### config.mk
export PLATFORM = sky130hd
export DESIGN_NAME = phase_countdown
export DESIGN_NICKNAME = d
export VERILOG_FILES = /design/src/rtl/phase_countdown_pkg.sv /design/src/rtl/tick_prescaler.sv /design/src/rtl/phase_countdown.sv
export SDC_FILE = /design/constraint.sdc
export NUM_CORES = 1
export LEC_CHECK = 0
export ABC_AREA = 1
export CORE_UTILIZATION = 40
export CTS_CLUSTER_DIAMETER = 200
export DETAILED_ROUTE_END_ITERATION = 8
export DONT_BUFFER_PORTS = 1
export PLACE_DENSITY_LB_ADDON = 0.05
export SYNTH_ARGS = -nofsm -noshare
export SYNTH_HDL_FRONTEND = slang
export SYNTH_SLANG_ARGS = --single-unit
export TNS_END_PERCENT = 1
### constraint.sdc
create_clock -name clk -period 1.7 [get_ports clk]
set_input_delay 0.34 -clock clk [delete_from_list [all_inputs] [get_ports clk]]
set_output_delay 0.34 -clock clk [all_outputs]
set_load 0.05 [all_outputs]
### src/rtl/phase_countdown_pkg.sv
// Shared types, widths and helpers for the two-phase countdown sequencer.
package phase_countdown_pkg;

  localparam int TIME_W = 6;
  localparam int BCD_W  = 4;

  typedef enum logic [1:0] {
    IDLE,
    RUN_A,
    RUN_B
  } state_t;

  // A zero preset still gives a phase of one tick, so remain never loads 0 while running.
  function automatic logic [TIME_W-1:0] eff_preset(input logic [TIME_W-1:0] p);
    return (p == '0) ? TIME_W'(1) : p;
  endfunction

  // Binary to two-digit BCD for 0..63 by repeated subtraction of ten (at most six steps).
  function automatic logic [2*BCD_W-1:0] to_bcd(input logic [TIME_W-1:0] value);
    logic [TIME_W-1:0] rest;
    logic [BCD_W-1:0]  tens;
    rest = value;
    tens = '0;
    for (int i = 0; i < 6; i++) begin
      if (rest >= TIME_W'(10)) begin
        rest = rest - TIME_W'(10);
        tens = tens + BCD_W'(1);
      end
    end
    return {tens, rest[BCD_W-1:0]};
  endfunction

endpackage

### src/rtl/tick_prescaler.sv
// Divides clk down to a one-cycle tick every CLK_DIV enabled cycles.
// The count holds while en is low, so a pause resumes exactly where it left off.
module tick_prescaler #(
  parameter int CLK_DIV = 50_000_000
) (
  input  logic clk,
  input  logic rst,
  input  logic clr,
  input  logic en,
  output logic tick
);

  localparam int CNT_W = $clog2(CLK_DIV);
  localparam logic [CNT_W-1:0] LAST = CNT_W'(CLK_DIV - 1);

  logic [CNT_W-1:0] count;

  // Count 0..CLK_DIV-1 while enabled, wrapping after the terminal value.
  always_ff @(posedge clk) begin
    if (rst || clr) begin
      count <= '0;
    end else if (en) begin
      count <= (count == LAST) ? '0 : count + CNT_W'(1);
    end
  end

  assign tick = en && (count == LAST);

endmodule

### src/rtl/phase_countdown.sv
// Two-phase countdown sequencer: alternates phase A and phase B forever,
// counting each phase down once per prescaler tick.
// Optional feature macro: PHASE_COUNTDOWN_BCD_EN compiles in the registered
// BCD converter; without it bcd_tens/bcd_ones are tied to zero.
module phase_countdown
  import phase_countdown_pkg::*;
#(
  parameter int CLK_DIV = 50_000_000
) (
  input  logic              clk,
  input  logic              rst,
  input  logic [TIME_W-1:0] preset_a,
  input  logic [TIME_W-1:0] preset_b,
  input  logic              start,
  input  logic              stop,
  input  logic              pause,
  output logic              phase,
  output logic              running,
  output logic [TIME_W-1:0] remain,
  output logic              phase_done,
  output logic [BCD_W-1:0]  bcd_tens,
  output logic [BCD_W-1:0]  bcd_ones
);

  state_t            state;
  state_t            state_next;
  logic [TIME_W-1:0] remain_next;
  logic              phase_next;
  logic              done_next;
  logic              tick;
  logic              prescale_clr;
  logic              prescale_en;

  // The prescaler is held at zero in IDLE so every phase A load starts a fresh tick period.
  assign prescale_clr = (state == IDLE) || stop;
  assign prescale_en  = (state != IDLE) && !pause && !stop;

  tick_prescaler #(
    .CLK_DIV(CLK_DIV)
  ) u_prescaler (
    .clk (clk),
    .rst (rst),
    .clr (prescale_clr),
    .en  (prescale_en),
    .tick(tick)
  );

  // State and registered outputs; remain/phase/phase_done update together on each edge.
  always_ff @(posedge clk) begin
    if (rst) begin
      state      <= IDLE;
      remain     <= '0;
      phase      <= 1'b0;
      phase_done <= 1'b0;
    end else begin
      state      <= state_next;
      remain     <= remain_next;
      phase      <= phase_next;
      phase_done <= done_next;
    end
  end

  // Next-state and next-value logic; stop overrides everything, tick is gated off by pause.
  always_comb begin
    state_next  = state;
    remain_next = remain;
    phase_next  = phase;
    done_next   = 1'b0;
    if (stop) begin
      state_next  = IDLE;
      remain_next = '0;
      phase_next  = 1'b0;
    end else begin
      case (state)
        IDLE: begin
          remain_next = '0;
          phase_next  = 1'b0;
          if (start) begin
            state_next  = RUN_A;
            remain_next = eff_preset(preset_a);
          end
        end
        RUN_A: begin
          if (tick) begin
            if (remain > TIME_W'(1)) begin
              remain_next = remain - TIME_W'(1);
            end else begin
              state_next  = RUN_B;
              remain_next = eff_preset(preset_b);
              phase_next  = 1'b1;
              done_next   = 1'b1;
            end
          end
        end
        RUN_B: begin
          if (tick) begin
            if (remain > TIME_W'(1)) begin
              remain_next = remain - TIME_W'(1);
            end else begin
              state_next  = RUN_A;
              remain_next = eff_preset(preset_a);
              phase_next  = 1'b0;
              done_next   = 1'b1;
            end
          end
        end
        default: begin
          state_next  = IDLE;
          remain_next = '0;
          phase_next  = 1'b0;
        end
      endcase
    end
  end

  // Status output decoded straight from the state.
  always_comb begin
    running = 1'b0;
    if (state == RUN_A || state == RUN_B) begin
      running = 1'b1;
    end
  end

`ifdef PHASE_COUNTDOWN_BCD_EN
  // Register the decimal digits of remain, one cycle behind it.
  always_ff @(posedge clk) begin
    if (rst) begin
      bcd_tens <= '0;
      bcd_ones <= '0;
    end else begin
      {bcd_tens, bcd_ones} <= to_bcd(remain);
    end
  end
`else
  assign bcd_tens = '0;
  assign bcd_ones = '0;
`endif

endmodule

### Yosys cells after proc, flatten, opt, wreduce, memory -nomap -nowiden

Cells that the tools add are included.

* add/sub/neg operators: 2
* $mul: 0
* divide/modulo/power cells: 0
* $lt $le $gt $ge: 1
* equality and inequality tests: 8
* shifts and indexed selects: 0
* mux-type cells: 22
* bitwise gates (word level): 2
* reductions and logical operators: 18

Operators by type and width (count)
* 2-to-1 mux 6 bit: 7
* adder 26 x 1 -> 26 bit, second input constant: 1
* == test 26 bit, second input constant: 1
* 2-to-1 mux 26 bit: 1
* one-hot mux 6 bit (3 select lines): 1
* logical NOT 6 bit: 2
* 2-to-1 mux 2 bit: 5
* inequality test 2 bit, second input constant: 5
* > comparator 6 x 1 -> 1 bit, second input constant: 1
* 2-to-1 mux 1 bit: 6
* one-hot mux 2 bit (3 select lines): 1
* subtractor 6 x 1 -> 6 bit, second input constant: 1
* AND reduction 5 bit: 1
* AND reduction 4 bit: 1
* OR reduction 2 bit: 2
* OR reduction 4 bit: 1
* logical AND 1 bit: 3
* logical OR 1 bit: 3
* == test 2 x 1 -> 1 bit, second input constant: 1
* == test 2 bit, second input constant: 1
* logical NOT 1 bit: 2
* logical NOT 2 bit: 1
* inverter 1 bit: 2
* one-hot mux 1 bit (2 select lines): 1
* 2 further kinds: 2

* flip-flop bits (word level): 36
* latch bits: 0
* RAM bits: 0
* bits in read-only memories: 0
* input port bits: 17
* output and inout bits: 17
* memories: 0

### Longest topological paths before layout

* depth after elaboration: 6
* depth in mapped cells: 13
* gate-level depth less buffers: 13

### Cells and area by module

A second synthesis with hierarchy kept.

* cell total of the unflattened synthesis: 378
* area, all modules: 2436.1 µm²

By module, submodules not included
* tick_prescaler: instances 1, cells each 239, area each 1564.0 µm²
* phase_countdown: instances 1, cells each 139, area each 872.1 µm²

### Worst setup path after synthesis

No wires, ideal clock.

* path type: register to register
* from: reg remain[0]
* to: reg remain[3]
* library setup time: 0.070 ns
* arrival time: 1.868 ns
* required time: 1.630 ns
* slack: -0.238 ns
* stages on the path, launching flop included: 12
* buffers on the path: 0
* clock period less this slack: 1.938 ns
* cell sequence: dfxtp_1 inv_1 ha_1 inv_1 nand2_1 nand3_1 nand2_1 inv_1 nand2_1 nand3_1 nand3_1 a21oi_1

* longest elaborated chain between the ends: 4

RTL lines
* start: declaration: line phase_countdown.sv:19 `output logic [TIME_W-1:0] remain,`
* start signal: assignment: line phase_countdown.sv:57 `remain <= remain_next;`
* subtractor 6 x 1 -> 6 bit / > comparator 6 x 1 -> 1 bit (equally long branches)
* 2-to-1 mux 6 bit, on equally long branches: line phase_countdown.sv:97, phase_countdown.sv:85
* 2-to-1 mux 6 bit, on equally long branches: line phase_countdown.sv:96, phase_countdown.sv:84
* one-hot mux 6 bit (3 select lines) (*): line phase_countdown.sv:74 `case (state)`

Mark *: on every way between the ends. The rest lies on a longest branch, timed or not. The select of a mux whose other input is x is not followed.
A chain may end at the register's enable or synchronous reset.

### Worst setup path in the final report

* from: reg state[1]
* to: reg u_prescaler.count[11]

* longest elaborated chain between the ends: 3

RTL lines
* start: declaration: line phase_countdown.sv:25 `state_t state;`
* start signal: assignment: line phase_countdown.sv:56 `state <= state_next;`
* nonzero test 2 bit / logical NOT 2 bit (equally long branches): line phase_countdown.sv:36, phase_countdown.sv:35
* logical AND 1 bit / logical OR 1 bit (equally long branches): line phase_countdown.sv:36, phase_countdown.sv:35
* logical AND 1 bit / logical OR 1 bit (equally long branches): line phase_countdown.sv:36, tick_prescaler.sv:20
* end signal: assignment: line tick_prescaler.sv:23 `count <= (count == LAST) ? '0 : count + CNT_W'(1);`
* end: declaration: line tick_prescaler.sv:16 `logic [CNT_W-1:0] count;`

Parallel ways exist; a longest one is shown, timed or not.

==> flow_metrics.env <==
export IMPL_whs_endpoint="state[0]"
export IMPL_global_route_overflow_total=0
export IMPL_postRouteAntennaNets=0
export IMPL_post_synth_top_area_fraction_pct=30.41
export IMPL_drt_wl_total_microns=5658
export IMPL_die_x_microns=78.97
export IMPL_layout_cells_most_common_list="nand2_1, buf_4, inv_1"
export IMPL_via_count_normalized_by_instance_count=4.827
export IMPL_report_power_total_mw=2.106
export IMPL_start_util_pct=42.26
export IMPL_synthDominantAreaCellType="dfxtp_1"
export IMPL_reg2reg_setup_slack_ns=0.10
export IMPL_cts_max_level=2
export IMPL_cts_buffers=5
export IMPL_fin_area_sq_um=2895
export IMPL_post_route_period_util_pct=94.08
export IMPL_detail_route_wl_per_cell_microns=12.25
export IMPL_final_min_clock_period_ns=1.599
export IMPL_vdd_ir_drop_worst_mv=0.4728
export IMPL_grt_pass1_wl_microns=9839
export IMPL_worst_setup_path_start_kind="flop"
export IMPL_maxSlewViolCount=0
export IMPL_critical_path_max_stage_delay_ns=0.34
export IMPL_routabilityCongestion=0.8388
export IMPL_clock_insertion_delay_worst_skew_ns=0.29
export IMPL_yosys_warnings=0
export IMPL_dieHeight_microns=78.97
export IMPL_area_used_by_multi_input_combinational_logic_sq_um=1491
export IMPL_endpoint_kind="flop"
export IMPL_clk_pin_slew_ns=0.08
export IMPL_finalNonFillerCells=462
export IMPL_critical_path_peak_fanout=3
export IMPL_switchingPower_mw=0.7135
export IMPL_clock_power_share_pct=30.8
export IMPL_core_area_sq_um=5608
export IMPL_most_common_cell_after_layout_fill_and_taps_aside="nand2_1"
export IMPL_leakagePower_nw=1.181
export IMPL_detailed_route_iter0_violations=102
export IMPL_rsz_0062_raised_after_global_routing="true"
export IMPL_ys_dominant_reg_cell="dfxtp_1"
export IMPL_setup_viol=0
export IMPL_layout_filler_cells=591
export IMPL_place_worst_setup_slack_ns=0.001770
export IMPL_min_path_cells=3
export IMPL_power_share_switching_pct=33.88
export IMPL_critical_path_arrival_ns=1.78
export IMPL_ctsRootBufferMaster="clkbuf_8"
export IMPL_insertedDiodeCount=0
export IMPL_placementRows=27
export IMPL_run_status="complete, no violations"
export IMPL_grt_pass1_vias=2147
export IMPL_num_vias=2230
export IMPL_design_die_area_sq_um=6236
export IMPL_cap_viol_max_count=0
export IMPL_drt_pass1_iter_count=4
export IMPL_placedInstanceArea_sq_um=2653
export IMPL_buffer_ports_inserted=0
export IMPL_drcViolationCount=0
export IMPL_area_growth_pct=22.18
export IMPL_synth_enable_flop_cells=0
export IMPL_critical_path_required_ns=1.88
export IMPL_cts_tree="done"
export IMPL_maximum_operating_frequency_mhz=625.2
export IMPL_instance_count_after_placement_with_tap_cells_included=447
export IMPL_worst_r2r_endpoint="u_prescaler.count[11]"
export IMPL_avgSynthCellArea_sq_um=6.849
export IMPL_pwr_share_comb_pct=27.6
export IMPL_worst_pin_slew_ns=0.4983
export IMPL_grt_usage_pct=20.34
export IMPL_synth_ff_latch_count=36
export IMPL_drive_above_1_share_pct=28.46
export IMPL_internal_power_mw=1.393
export IMPL_cp_slowest_cell="dfxtp_2"
export IMPL_detailed_place_hpwl_microns=4447
export IMPL_final_setup_tns_ns=0
export IMPL_sequential_cell_area_sq_um=730.7
export IMPL_worstHoldStart="rst"
export IMPL_timing_rr_start="state[1]"
export IMPL_setup_ws_ns=0.1006
export IMPL_final_setup_skew_ns=0.002824
export IMPL_post_synth_instance_area_sq_um=2370
export IMPL_number_of_antenna_violations_at_the_first_check_in_global_routing=0
export IMPL_path_cells="inv_2 -> ha_4 -> nor2_4 -> nand2_4 -> nor2_2 -> nand3_2 -> nor2_1 -> nand3_1 -> o21ai_0 -> a21oi_1"
export IMPL_power_density_nw_per_um2=727.4
export IMPL_critical_path_class="reg -> reg"
export IMPL_hold_viol_final=0
export IMPL_top_level_ports=34
export IMPL_final_nets=414
export IMPL_synth_cell_types=34
export IMPL_sinks_on_the_clock_net=36
export IMPL_power_share_sequential_pct=41.6
export IMPL_synth_area_top_cells="dfxtp_1, nand2_1, nand3_1"
export IMPL_ff2ff_path_depth=10
export IMPL_seq_area_frac_synth_pct=30.41
export IMPL_min_delay_path_class="in -> reg"
export IMPL_synthesis_instances=346
export IMPL_pin_count_of_the_biggest_net_entering_global_routing=16
export IMPL_synth_async_sr_flop_share_pct=0
export IMPL_clockBufferDepth=2
export IMPL_max_slew_margin_pct=66.73
-- through the flow --
| stage | util, % | hold slack, ns |
|---|---|---|
| after global placement | 47.30 | 0.4710 |
| after floorplan | - | 0.4463 |
| after detailed placement | 47.30 | 0.4697 |
| after global routing | 51.63 | 0.2312 |
| after CTS | 49.04 | 0.2253 |
| final | 51.63 | 0.2402 |
-- Yosys cell counts, types with 5 or more instances --
master   number
buf_4        10
nand2_2       7
ha_1          8
a21oi_1      26
inv_1        44
nor2_2        8
o21ai_0       7
nand3_1      34
o21ai_2       5
dfxtp_1      36
nor2_1       39
nand2_1      67
nor3_1       12
nand4_1       6
-- power by group through the flow --
stage                     Clock [mW]  Combinational (mW)  Sequential [mW]
after global placement             0               0.521            0.893
after global routing           0.722               0.648            0.879
after floorplan                    0               0.351            0.941
after CTS                      0.680               0.522            0.874
after detailed placement           0               0.520            0.894
final                          0.648               0.582            0.876
-- worst max-delay path by stage --
stage / startpoint / endpoint / slack, ns / cells after the start
final: state[1] / u_prescaler.count[11] / 0.10 / 10
after floorplan: state[0] / u_prescaler.count[23] / -0.01 / 10
after CTS: state[0] / u_prescaler.count[16] / 0.01 / 12
after global routing: state[1] / u_prescaler.count[25] / -0.04 / 13
after detailed placement: state[0] / u_prescaler.count[23] / 0.002 / 10
after global placement: state[0] / u_prescaler.count[23] / 0.04 / 10
-- registers in the layout (all words and copies together), names as in the netlist --
signal	count
phase	1
state	2
u_prescaler.count	26
remain	6
phase_done	1
-- cell families (layout without fill, tap and decap cells) --
kind of cell,Yosys count,in the layout,synth area share (%)
other,1,8,0.1582
and+or+nand+nor,193,193,41.18
adders and majority gates,8,8,4.224
xor gates and xnor gates,4,4,1.479
buffers and inverters,59,96,11.46
DFF,36,36,30.41
AOI/OAI and AO/OA,45,45,11.09
-- final cells by class --
type | count | share of cell area [%]
Multi-Input combinational cell | 258 | 51.51
Sequential cell | 36 | 25.24
Timing Repair Buffer | 40 | 10.37
Inverter | 48 | 6.569
Tap cell | 72 | 3.111
Clock buffer | 6 | 2.852
Clock inverter | 2 | 0.3457
-- per-layer routing --
metal  wire length [microns]  global-route usage [%]
met1                    2869                   27.32
met2                    2546                   32.50
met3                     169                   3.678
met4                      72                   7.091
met5                       0                       0
-- timing repair --
action,CTS,global route
pin swaps,0,10
setup buffers,0,7
resized for setup,1,29
hold buffers,0,0
endpoints found under the setup margin,1,24
endpoints found under the hold margin,0,0
-- worst max-delay path, delay by kind of cell, from the launching register on --
family | cells | cell delay [ns]
AND/OR/NAND/NOR | 6 | 0.71
flip-flops | 1 | 0.34
AO/OA/AOI/OAI | 2 | 0.24
adder cells (fa/ha/maj) | 1 | 0.16
buffers and inverters | 1 | 0.05
(Power assumes the default switching activity.)
